`config.mk`:
```
export PLATFORM = sky130hd
export DESIGN_NAME = lsu_spu_pcxreq_flat
export DESIGN_NICKNAME = d
export VERILOG_FILES = /design/src/rtl/lsu_spu_pcxreq_if.sv /design/src/rtl/lsu_spu_pcxreq.sv /design/src/flat_wrapper.sv
export SDC_FILE = /design/constraint.sdc
export NUM_CORES = 1
export LEC_CHECK = 0
export BUFFER_PORTS_ARGS = -buffer_cell sky130_fd_sc_hd__buf_2
export CAP_MARGIN = 25
export CELL_PAD_IN_SITES_DETAIL_PLACEMENT = 1
export CELL_PAD_IN_SITES_GLOBAL_PLACEMENT = 2
export CORE_MARGIN = 3
export CORE_UTILIZATION = 38
export CTS_BUF_LIST = sky130_fd_sc_hd__clkbuf_8
export DETAILED_ROUTE_END_ITERATION = 16
export GPL_ROUTABILITY_DRIVEN = 0
export PLACE_DENSITY_LB_ADDON = 0.1
export SYNTH_ARGS = -nofsm -noshare
export SYNTH_HDL_FRONTEND = slang
export SYNTH_SLANG_ARGS = --single-unit
export TNS_END_PERCENT = 1
```
`constraint.sdc`:
```
create_clock -name rclk -period 13.6 [get_ports rclk]
set_input_delay 0.68 -clock rclk [delete_from_list [all_inputs] [get_ports rclk]]
set_output_delay 0.68 -clock rclk [all_outputs]
set_load 0.005 [all_outputs]
```
`src/rtl/lsu_spu_pcxreq_if.sv`:
```
// lsu_spu_pcxreq_if
// Bundles the SPU push path, the PCX request/grant handshake and the
// status/credit signals returned to the SPU.
//   slave  : the LSU receiver (lsu_spu_pcxreq)
//   master : the surrounding SPU + PCX arbiter environment
interface lsu_spu_pcxreq_if;

   // SPU -> LSU push path
   logic         spu_lsu_ldst_vld;
   logic [122:0] spu_lsu_ldst_pckt;

   // PCX arbiter -> LSU grant
   logic         pcx_lsu_grant;

   // LSU -> PCX arbiter request
   logic         lsu_pcx_req;
   logic [3:0]   lsu_pcx_dest;
   logic [122:0] lsu_pcx_pckt;

   // LSU -> SPU credit and status
   logic         lsu_spu_ldst_ack;
   logic         lsu_spu_pcx_full;
   logic         lsu_spu_ovfl_err;
   logic         lsu_spu_pcx_perr;

   modport slave (
      input  spu_lsu_ldst_vld,
      input  spu_lsu_ldst_pckt,
      input  pcx_lsu_grant,
      output lsu_pcx_req,
      output lsu_pcx_dest,
      output lsu_pcx_pckt,
      output lsu_spu_ldst_ack,
      output lsu_spu_pcx_full,
      output lsu_spu_ovfl_err,
      output lsu_spu_pcx_perr
   );

   modport master (
      output spu_lsu_ldst_vld,
      output spu_lsu_ldst_pckt,
      output pcx_lsu_grant,
      input  lsu_pcx_req,
      input  lsu_pcx_dest,
      input  lsu_pcx_pckt,
      input  lsu_spu_ldst_ack,
      input  lsu_spu_pcx_full,
      input  lsu_spu_ovfl_err,
      input  lsu_spu_pcx_perr
   );

endinterface

```
`src/rtl/lsu_spu_pcxreq.sv`:
```
// lsu_spu_pcxreq
// LSU-side receiver for SPU load/store PCX packets. Packets pushed by the
// SPU are queued in a DEPTH-entry FIFO and offered to the PCX arbiter one
// at a time. Every grant pops the head and returns a one-cycle credit pulse
// to the SPU. After each grant the request drops for one cycle to keep the
// arbiter spacing.
//
// Optional feature: define LSU_SPU_PCXREQ_PARITY_EN to store an even-parity
// bit per entry and pulse lsu_spu_pcx_perr when a popped entry's parity no
// longer matches its data. Without the macro, lsu_spu_pcx_perr is tied low.
//
// Reset is synchronous and active-low (reset_l) on rclk.
module lsu_spu_pcxreq #(
   parameter int DEPTH = 2
) (
   input  logic             rclk,
   input  logic             reset_l,
   lsu_spu_pcxreq_if.slave  pcx
);

   localparam int AW = (DEPTH > 1) ? $clog2(DEPTH) : 1;
   localparam int CW = AW + 1;

   localparam logic [1:0] ST_IDLE = 2'd0;
   localparam logic [1:0] ST_REQ  = 2'd1;
   localparam logic [1:0] ST_GAP  = 2'd2;

   // FIFO storage and bookkeeping
   logic [122:0]  mem_q [DEPTH];
   logic [AW-1:0] wr_ptr_q;
   logic [AW-1:0] rd_ptr_q;
   logic [CW-1:0] count_q;
   logic [CW-1:0] count_nxt;

   // Request FSM
   logic [1:0]    state_q;
   logic [1:0]    state_nxt;

   // Registered status/credit outputs
   logic          ack_q;
   logic          ovfl_q;
   logic          perr_q;

   // Per-cycle control
   logic          fifo_full;
   logic          fifo_empty;
   logic          pop;
   logic          push;
   logic          ovfl_set;
   logic          perr_nxt;
   logic [122:0]  head_pckt;

   assign fifo_full  = (count_q == CW'(DEPTH));
   assign fifo_empty = (count_q == '0);
   assign head_pckt  = mem_q[rd_ptr_q];

   // A grant only counts while the request is actually being presented;
   // grants in IDLE or GAP are ignored.
   assign pop      = (state_q == ST_REQ) && pcx.pcx_lsu_grant;

   // A push into a full FIFO still fits when the head leaves in the same
   // cycle; otherwise it is dropped and flagged.
   assign push     = pcx.spu_lsu_ldst_vld && (!fifo_full || pop);
   assign ovfl_set = pcx.spu_lsu_ldst_vld && fifo_full && !pop;

   // Occupancy after this edge; a simultaneous push and pop cancel out
   always_comb begin
      count_nxt = count_q;
      unique case ({push, pop})
         2'b10:   count_nxt = count_q + CW'(1);
         2'b01:   count_nxt = count_q - CW'(1);
         default: count_nxt = count_q;
      endcase
   end

   // Next-state logic; the FSM looks at post-edge occupancy so a push can
   // raise the request in the very next cycle
   always_comb begin
      state_nxt = state_q;
      unique case (state_q)
         ST_IDLE: begin
            if (count_nxt != '0) state_nxt = ST_REQ;
         end
         ST_REQ: begin
            if (pop) state_nxt = ST_GAP;
         end
         ST_GAP: begin
            state_nxt = (count_nxt != '0) ? ST_REQ : ST_IDLE;
         end
         default: state_nxt = ST_IDLE;
      endcase
   end

   // FIFO data array; contents need no reset because the pointers and count
   // decide what is visible
   always_ff @(posedge rclk) begin
      if (reset_l && push) begin
         mem_q[wr_ptr_q] <= pcx.spu_lsu_ldst_pckt;
      end
   end

   // Pointers, occupancy, FSM state and registered outputs
   always_ff @(posedge rclk) begin
      if (!reset_l) begin
         wr_ptr_q <= '0;
         rd_ptr_q <= '0;
         count_q  <= '0;
         state_q  <= ST_IDLE;
         ack_q    <= 1'b0;
         ovfl_q   <= 1'b0;
         perr_q   <= 1'b0;
      end else begin
         if (push) wr_ptr_q <= wr_ptr_q + AW'(1);
         if (pop)  rd_ptr_q <= rd_ptr_q + AW'(1);
         count_q <= count_nxt;
         state_q <= state_nxt;
         ack_q   <= pop;
         if (ovfl_set) ovfl_q <= 1'b1;
         perr_q  <= perr_nxt;
      end
   end

`ifdef LSU_SPU_PCXREQ_PARITY_EN
   // One even-parity bit per entry, captured alongside the packet
   logic par_q [DEPTH];

   // Parity array written in lockstep with the data array
   always_ff @(posedge rclk) begin
      if (reset_l && push) begin
         par_q[wr_ptr_q] <= ^pcx.spu_lsu_ldst_pckt;
      end
   end

   // Re-check the head entry as it is popped; the packet is forwarded anyway
   always_comb begin
      perr_nxt = 1'b0;
      if (pop) perr_nxt = ((^head_pckt) != par_q[rd_ptr_q]);
   end
`else
   // No parity storage in this build, so no error can ever be raised
   always_comb begin
      perr_nxt = 1'b0;
   end
`endif

   // Head-driven request payload, zeroed whenever nothing is queued
   always_comb begin
      pcx.lsu_pcx_pckt = '0;
      pcx.lsu_pcx_dest = 4'b0000;
      if (!fifo_empty) begin
         pcx.lsu_pcx_pckt = head_pckt;
         pcx.lsu_pcx_dest = 4'b0001 << head_pckt[71:70];
      end
   end

   assign pcx.lsu_pcx_req      = (state_q == ST_REQ);
   assign pcx.lsu_spu_ldst_ack = ack_q;
   assign pcx.lsu_spu_pcx_full = fifo_full;
   assign pcx.lsu_spu_ovfl_err = ovfl_q;
   assign pcx.lsu_spu_pcx_perr = perr_q;

endmodule

```
`src/flat_wrapper.sv`:
```
// flat-port wrapper written by rule: the top's interface ports become plain ports
module lsu_spu_pcxreq_flat 
#(
   parameter int DEPTH = 2
)
  (rclk, reset_l, pcx_spu_lsu_ldst_vld, pcx_spu_lsu_ldst_pckt, pcx_pcx_lsu_grant, pcx_lsu_pcx_req, pcx_lsu_pcx_dest, pcx_lsu_pcx_pckt, pcx_lsu_spu_ldst_ack, pcx_lsu_spu_pcx_full, pcx_lsu_spu_ovfl_err, pcx_lsu_spu_pcx_perr);
  lsu_spu_pcxreq_if pcx_i ();
  input  logic rclk;
  input  logic reset_l;
  input wire logic [$bits(pcx_i.spu_lsu_ldst_vld)-1:0] pcx_spu_lsu_ldst_vld;
  input wire logic [$bits(pcx_i.spu_lsu_ldst_pckt)-1:0] pcx_spu_lsu_ldst_pckt;
  input wire logic [$bits(pcx_i.pcx_lsu_grant)-1:0] pcx_pcx_lsu_grant;
  output wire logic [$bits(pcx_i.lsu_pcx_req)-1:0] pcx_lsu_pcx_req;
  output wire logic [$bits(pcx_i.lsu_pcx_dest)-1:0] pcx_lsu_pcx_dest;
  output wire logic [$bits(pcx_i.lsu_pcx_pckt)-1:0] pcx_lsu_pcx_pckt;
  output wire logic [$bits(pcx_i.lsu_spu_ldst_ack)-1:0] pcx_lsu_spu_ldst_ack;
  output wire logic [$bits(pcx_i.lsu_spu_pcx_full)-1:0] pcx_lsu_spu_pcx_full;
  output wire logic [$bits(pcx_i.lsu_spu_ovfl_err)-1:0] pcx_lsu_spu_ovfl_err;
  output wire logic [$bits(pcx_i.lsu_spu_pcx_perr)-1:0] pcx_lsu_spu_pcx_perr;
  assign pcx_i.spu_lsu_ldst_vld = pcx_spu_lsu_ldst_vld;
  assign pcx_i.spu_lsu_ldst_pckt = pcx_spu_lsu_ldst_pckt;
  assign pcx_i.pcx_lsu_grant = pcx_pcx_lsu_grant;
  assign pcx_lsu_pcx_req = pcx_i.lsu_pcx_req;
  assign pcx_lsu_pcx_dest = pcx_i.lsu_pcx_dest;
  assign pcx_lsu_pcx_pckt = pcx_i.lsu_pcx_pckt;
  assign pcx_lsu_spu_ldst_ack = pcx_i.lsu_spu_ldst_ack;
  assign pcx_lsu_spu_pcx_full = pcx_i.lsu_spu_pcx_full;
  assign pcx_lsu_spu_ovfl_err = pcx_i.lsu_spu_ovfl_err;
  assign pcx_lsu_spu_pcx_perr = pcx_i.lsu_spu_pcx_perr;
  lsu_spu_pcxreq #(.DEPTH(DEPTH)) u_core (.rclk(rclk), .reset_l(reset_l), .pcx(pcx_i));
endmodule
```
# ---- Word-level counts from Yosys, hierarchy flattened
# Memories as Yosys holds them, arrays and structs flattened. A register that Yosys moved wholly into a read port is not among the register bits.
# Cells that the tools add are included.
dict set report word_totals {
  register_bits 8
  ramBits 246
  elab_cells 42
  in_bits 127
  memories 1
  out_inout_bits 132
}
dict set report classes {
  reduce_logical 12
  shifts 1
  add_sub_neg 4
  mux 11
  eq_ne 7
}
# memory words width rd rd_clocked_by_memory_dff write_ports line_no
set memory_table {}
lappend memory_table {u_core.mem_q 2 123 1 1 1 lsu_spu_pcxreq.sv:29} ;# logic [122:0] mem_q [DEPTH];
# op count
set op_table {}
lappend op_table {{123-bit 2-to-1 mux} 1}
lappend op_table {{2-bit == test (second input constant)} 3}
lappend op_table {{2-bit one-hot mux with 3 select lines} 1}
lappend op_table {{1-bit logical AND} 5}
lappend op_table {{1-bit 2-to-1 mux} 5}
lappend op_table {{2-bit by 1-bit == test with 1-bit output (second input constant)} 2}
lappend op_table {{2-bit logical NOT} 2}
lappend op_table {{2-bit 2-to-1 mux} 2}
lappend op_table {{4-bit 2-to-1 mux} 1}
lappend op_table {{2-bit by 1-bit inequality test with 1-bit output (second input constant)} 2}
lappend op_table {{2-bit one-hot mux with 2 select lines} 1}
lappend op_table {{1-bit by 2-bit << shifter with 4-bit output (first input constant)} 1}
lappend op_table {{1-bit adder (second input constant)} 2}
lappend op_table {{2-bit by 1-bit adder with 2-bit output (second input constant)} 1}
lappend op_table {{1-bit logical NOT} 2}
lappend op_table {{2-bit AND reduction} 1}
lappend op_table {{2-bit nonzero test} 1}
lappend op_table {{2-bit by 1-bit subtractor with 2-bit output (second input constant)} 1}
lappend op_table {{1-bit logical OR} 1}

# ---- Depth between registers and ports, before layout
dict set report logic_depth {
  ltp_word 9
  mapped_depth 5
  mapped_depth_nobuf 3
}

# ---- Worst setup path before layout
# OpenSTA, ideal clock, no wires.
dict set report synth_timing {
  kind {input to register}
  start {input pcx_spu_lsu_ldst_vld}
  end {memory u_core.mem_q[0][0] (enable)}
  t_required_ns 12.819
  arrival_ns 9.975
  path_stages 3
  setup_ns 0.781
  n_path_buf 1
  path_slack_ns 2.843
  path_cell_list {buf_2 -> a21boi_4 -> nor3b_1}
}
dict set report synth_via {
  elab_chain_cells 4
}
# item line_no
set synth_lines {}
lappend synth_lines {{start: declaration} flat_wrapper.sv:10} ;# input wire logic [$bits(pcx_i.spu_lsu_ldst_vld)-1:0] pcx_spu_lsu_ldst_vld;
lappend synth_lines {{1-bit logical AND} lsu_spu_pcxreq.sv:63} ;# assign push = pcx.spu_lsu_ldst_vld && (!fifo_full || pop);
lappend synth_lines {{1-bit logical AND} lsu_spu_pcxreq.sv:97} ;# if (reset_l && push) begin
lappend synth_lines {{1-bit 2-to-1 mux} lsu_spu_pcxreq.sv:97}
lappend synth_lines {{1-bit 2-to-1 mux (not written as such)} lsu_spu_pcxreq.sv:98} ;# mem_q[wr_ptr_q] <= pcx.spu_lsu_ldst_pckt;
lappend synth_lines {{end: declaration} lsu_spu_pcxreq.sv:29}
# No other way between the ends.

# ---- Final worst setup path
dict set report layout_timing {
  start {register u_core.count_q[0]}
  end {output pcx_lsu_pcx_pckt[26]}
}
dict set report layout_via {
  elab_chain_cells 2
}
# item line_no
set layout_lines {}
lappend layout_lines {{start: declaration} lsu_spu_pcxreq.sv:32} ;# logic [CW-1:0] count_q;
lappend layout_lines {{start signal: assignment} lsu_spu_pcxreq.sv:115} ;# count_q <= count_nxt;
lappend layout_lines {{2-bit logical NOT} lsu_spu_pcxreq.sv:54} ;# assign fifo_empty = (count_q == '0);
lappend layout_lines {{123-bit 2-to-1 mux} lsu_spu_pcxreq.sv:150} ;# if (!fifo_empty) begin
lappend layout_lines {{end: declaration} flat_wrapper.sv:15} ;# output wire logic [$bits(pcx_i.lsu_pcx_pckt)-1:0] pcx_lsu_pcx_pckt;
# No other way between the ends.

==> impl_results.md <==
- Die Ht: 167 um
- Most frequent cells in the layout: buf_2 (257), edfxtp_1 (246), nor2_1 (132)
- Mapped Cells: 582
- Die area: 0.0280 mm2
- R2R setup slack: 10.58 ns
- TritonCTS buffer count: 44
- Multi-input combinational cell area: 0.00202 mm2
- Worst Max-Slew Pin Slew: 0.936 ns
- Pin count of the biggest net entering global routing: 70
- Slowest stage delay, CP: 0.71 ns
- First-pass GRT wire length: 34.6 mm
- Share of layout cells above drive strength 1: 36.7%
- Synth Warn #: 0
- Async SR Flop Fraction: 0%
- RSZ-0062 raised after global routing: false
- Crit path cell chain: nor2_8 > buf_4 > nor2_1 > buf_2
- Die Wd: 167 um
- Worst Path Buf+Inv: 2
- Clock sink count: 255
- Inst Count DP: 1,143
- Antenna violations before repair: 3
- Final hold vios: 0
- Most common cell after layout, fill and taps aside: buf_2
- Hold WS: 0.341 ns
- Initial Utilization: 39.0%
- Register Area: 0.00757 mm2
- Number of global-route vias before repair: 6,217
- Syn nets: 709
- Synthesized flop and latch total: 255
- VDD IR max: 0.0795 mV
- Row count: 58
- DRT Wirelength: 22.7 mm
- Crit Path Class: flop to primary output
- Area Growth Syn to Fin: 23.0%
- Final setup TNS: 0 ns
- F_max: 281 MHz
- Final Max Slew Viols: 0
- GR Overflow Total: 0
- GRT Overall Usage: 15.7%
- Sw Share: 24.4%
- Status: finished clean
- Nets: 987
- Core area: 0.0254 mm2
- Crit path arrival time: 2.88 ns
- DRC errors left: 0
- CTS Buffer Depth: 3
- Drt initial violations: 321
- Vias: 5,735
- Mean Syn Cell Area: 17.0 um2
- Number of setup buffers added after CTS: 0
- Post-route insts no fill: 1,218
- Clock power share: 34.8%
- Number of port buffers: 257
- Diodes inserted: 0
- Seq/Total Area, Yosys: 76.4%
- Setup Skew: 0.0227 ns
- Internal power: 0.00134 W
- Avg WL per Cell: 18.6 um
- P_leak: 4.69 nW
- CP max-delay cell: buf_4
- Number of synthesized flops with an enable pin: 246
- CP endpoint kind: primary output
- CP required: 12.92 ns
- Sequential share of power: 51.8%
- # hold bufs at CTS: 0
- Worst Setup Start Kind: flop
- # IOs: 259
- CP delay by family, top: simple AND/OR/NAND/NOR gates
- Resized cells post-CTS: 0
- Hold Path Class: input pin to flop
- CTS tree: yes
- Fillcell total: 2,615
- Avg Vias per Cell: 4.71
- Mapped Area: 0.00991 mm2
- Fin crit period: 3.56 ns
- Placed Area: 0.0114 mm2
- Post-synth cell types: 34
- Critical-path maximum fanout: 69
- Drt pass-1 iters: 4
- Post-synth top flop: edfxtp_1
- Max Cap Viol: 0
- Worst skew pair latency: 0.53 ns
- ANT nets after route: 0
- Clock transition at path regs: 0.06 ns
- Switching power: 0.000434 W
- Comb pwr share: 13.4%
- PwrDens: 146 mW/mm2
- Fin crit share: 26.2%
- Post-DP HPWL: 14.9 mm
- Root Driver: clkbuf_8
- Max_slew headroom: 37.6%
- H-tree lvl count: 2
- Design area: 0.0122 mm2
- Final setup fails: 0
[area by class of cell]
cell class	instances	share of cell area, %
repair buffers	264	11.3
well taps	330	3.39
clock inverters	23	0.739
multi-input cells	292	16.6
inverters	3	0.0924
flip-flops and latches	255	62.1
clock buffers	51	5.76
[cell usage after synthesis (3+ instances only)]
library cell	number	area (um2)
buf_4	7	52.6
a21oi_1	4	20.0
nand2b_1	3	18.8
buf_8	11	165
inv_1	3	11.3
nor3_1	3	15.0
dfxtp_1	9	180
edfxtp_1	246	7390
mux2i_1	124	1240
nand2_1	3	11.3
nor2_1	132	495
buf_2	11	55.1
[power by group through the flow]
stage | Sequential, W | Combinational (W) | Clock [W]
6_report | 0.000921 | 0.000238 | 0.000618
5_1_grt | 0.000924 | 0.000265 | 0.000685
4_1_cts | 0.000921 | 0.000245 | 0.000646
3_5_place_dp | 0.000937 | 0.000244 | 0
3_3_place_gp | 0.000943 | 0.000230 | 0
2_1_floorplan | 0.000938 | 0.000148 | 0
[per-layer routing]
metal  track usage (%)  share of wire, %  vias up
met5                 0              0.18        -
met1              19.1                40     2804
li1                  -                 -     2705
met3              4.96               7.0       38
met4              3.91               1.7        6
met2              27.3                52      182
[per-stage QoR]
stage | setup slack (ns) | utilization (%) | total power, W
CTS | 9.84 | 47.9 | 0.00181
detailed placement | 10.21 | 44.8 | 0.00118
floorplan | 2.84 | - | 0.00109
finish | 10.04 | 48.0 | 0.00178
global route | 9.80 | 48.0 | 0.00187
global placement | 10.14 | 44.7 | 0.00117
[worst reg2reg max path, delay by kind of cell (launching register included)]
family	cells	cell delay (ns)
buffers and inverters	2	1.51
flip-flops	1	0.59
AND/OR/NAND/NOR	2	0.28
AO/OA/AOI/OAI	1	0.18
[path summary, 6_finish.rpt]
check / cells after the start / endpoint / from
setup reg to reg: 5 / u_core.mem_q[0][104]$_DFFE_PP_ / u_core.count_q[0]$_SDFF_PN0_
hold reg to reg: 2 / u_core.pcx.lsu_spu_ovfl_err$_SDFFE_PN0P_ / u_core.pcx.lsu_spu_ovfl_err$_SDFFE_PN0P_
setup / recovery: 4 / pcx_lsu_pcx_pckt[26] / u_core.count_q[0]$_SDFF_PN0_
hold / removal: 1 / u_core.mem_q[0][41]$_DFFE_PP_ / pcx_spu_lsu_ldst_pckt[41]
[cell families (layout without fill, tap and decap cells)]
family	count (synthesis)	in the layout	synth area share [%]
DFF	255	255	76.4
and+or+nand+nor	154	154	6.69
muxes	124	124	12.5
buffers and inverters	35	341	3.30
AOI/OAI and AO/OA	11	11	0.884
xor gates and xnor gates	2	2	0.177
other	1	1	0.0379
[sequential cells by signal (all words and copies together) (netlist names), named ones only]
name,flops
u_core.count_q,2
u_core.mem_q,246
u_core.pcx.lsu_spu_ldst_ack,1
u_core.pcx.lsu_spu_ovfl_err,1
u_core.rd_ptr_q,1
u_core.state_q,2
u_core.wr_ptr_q,1
Power figures use the tool's default switching activity.
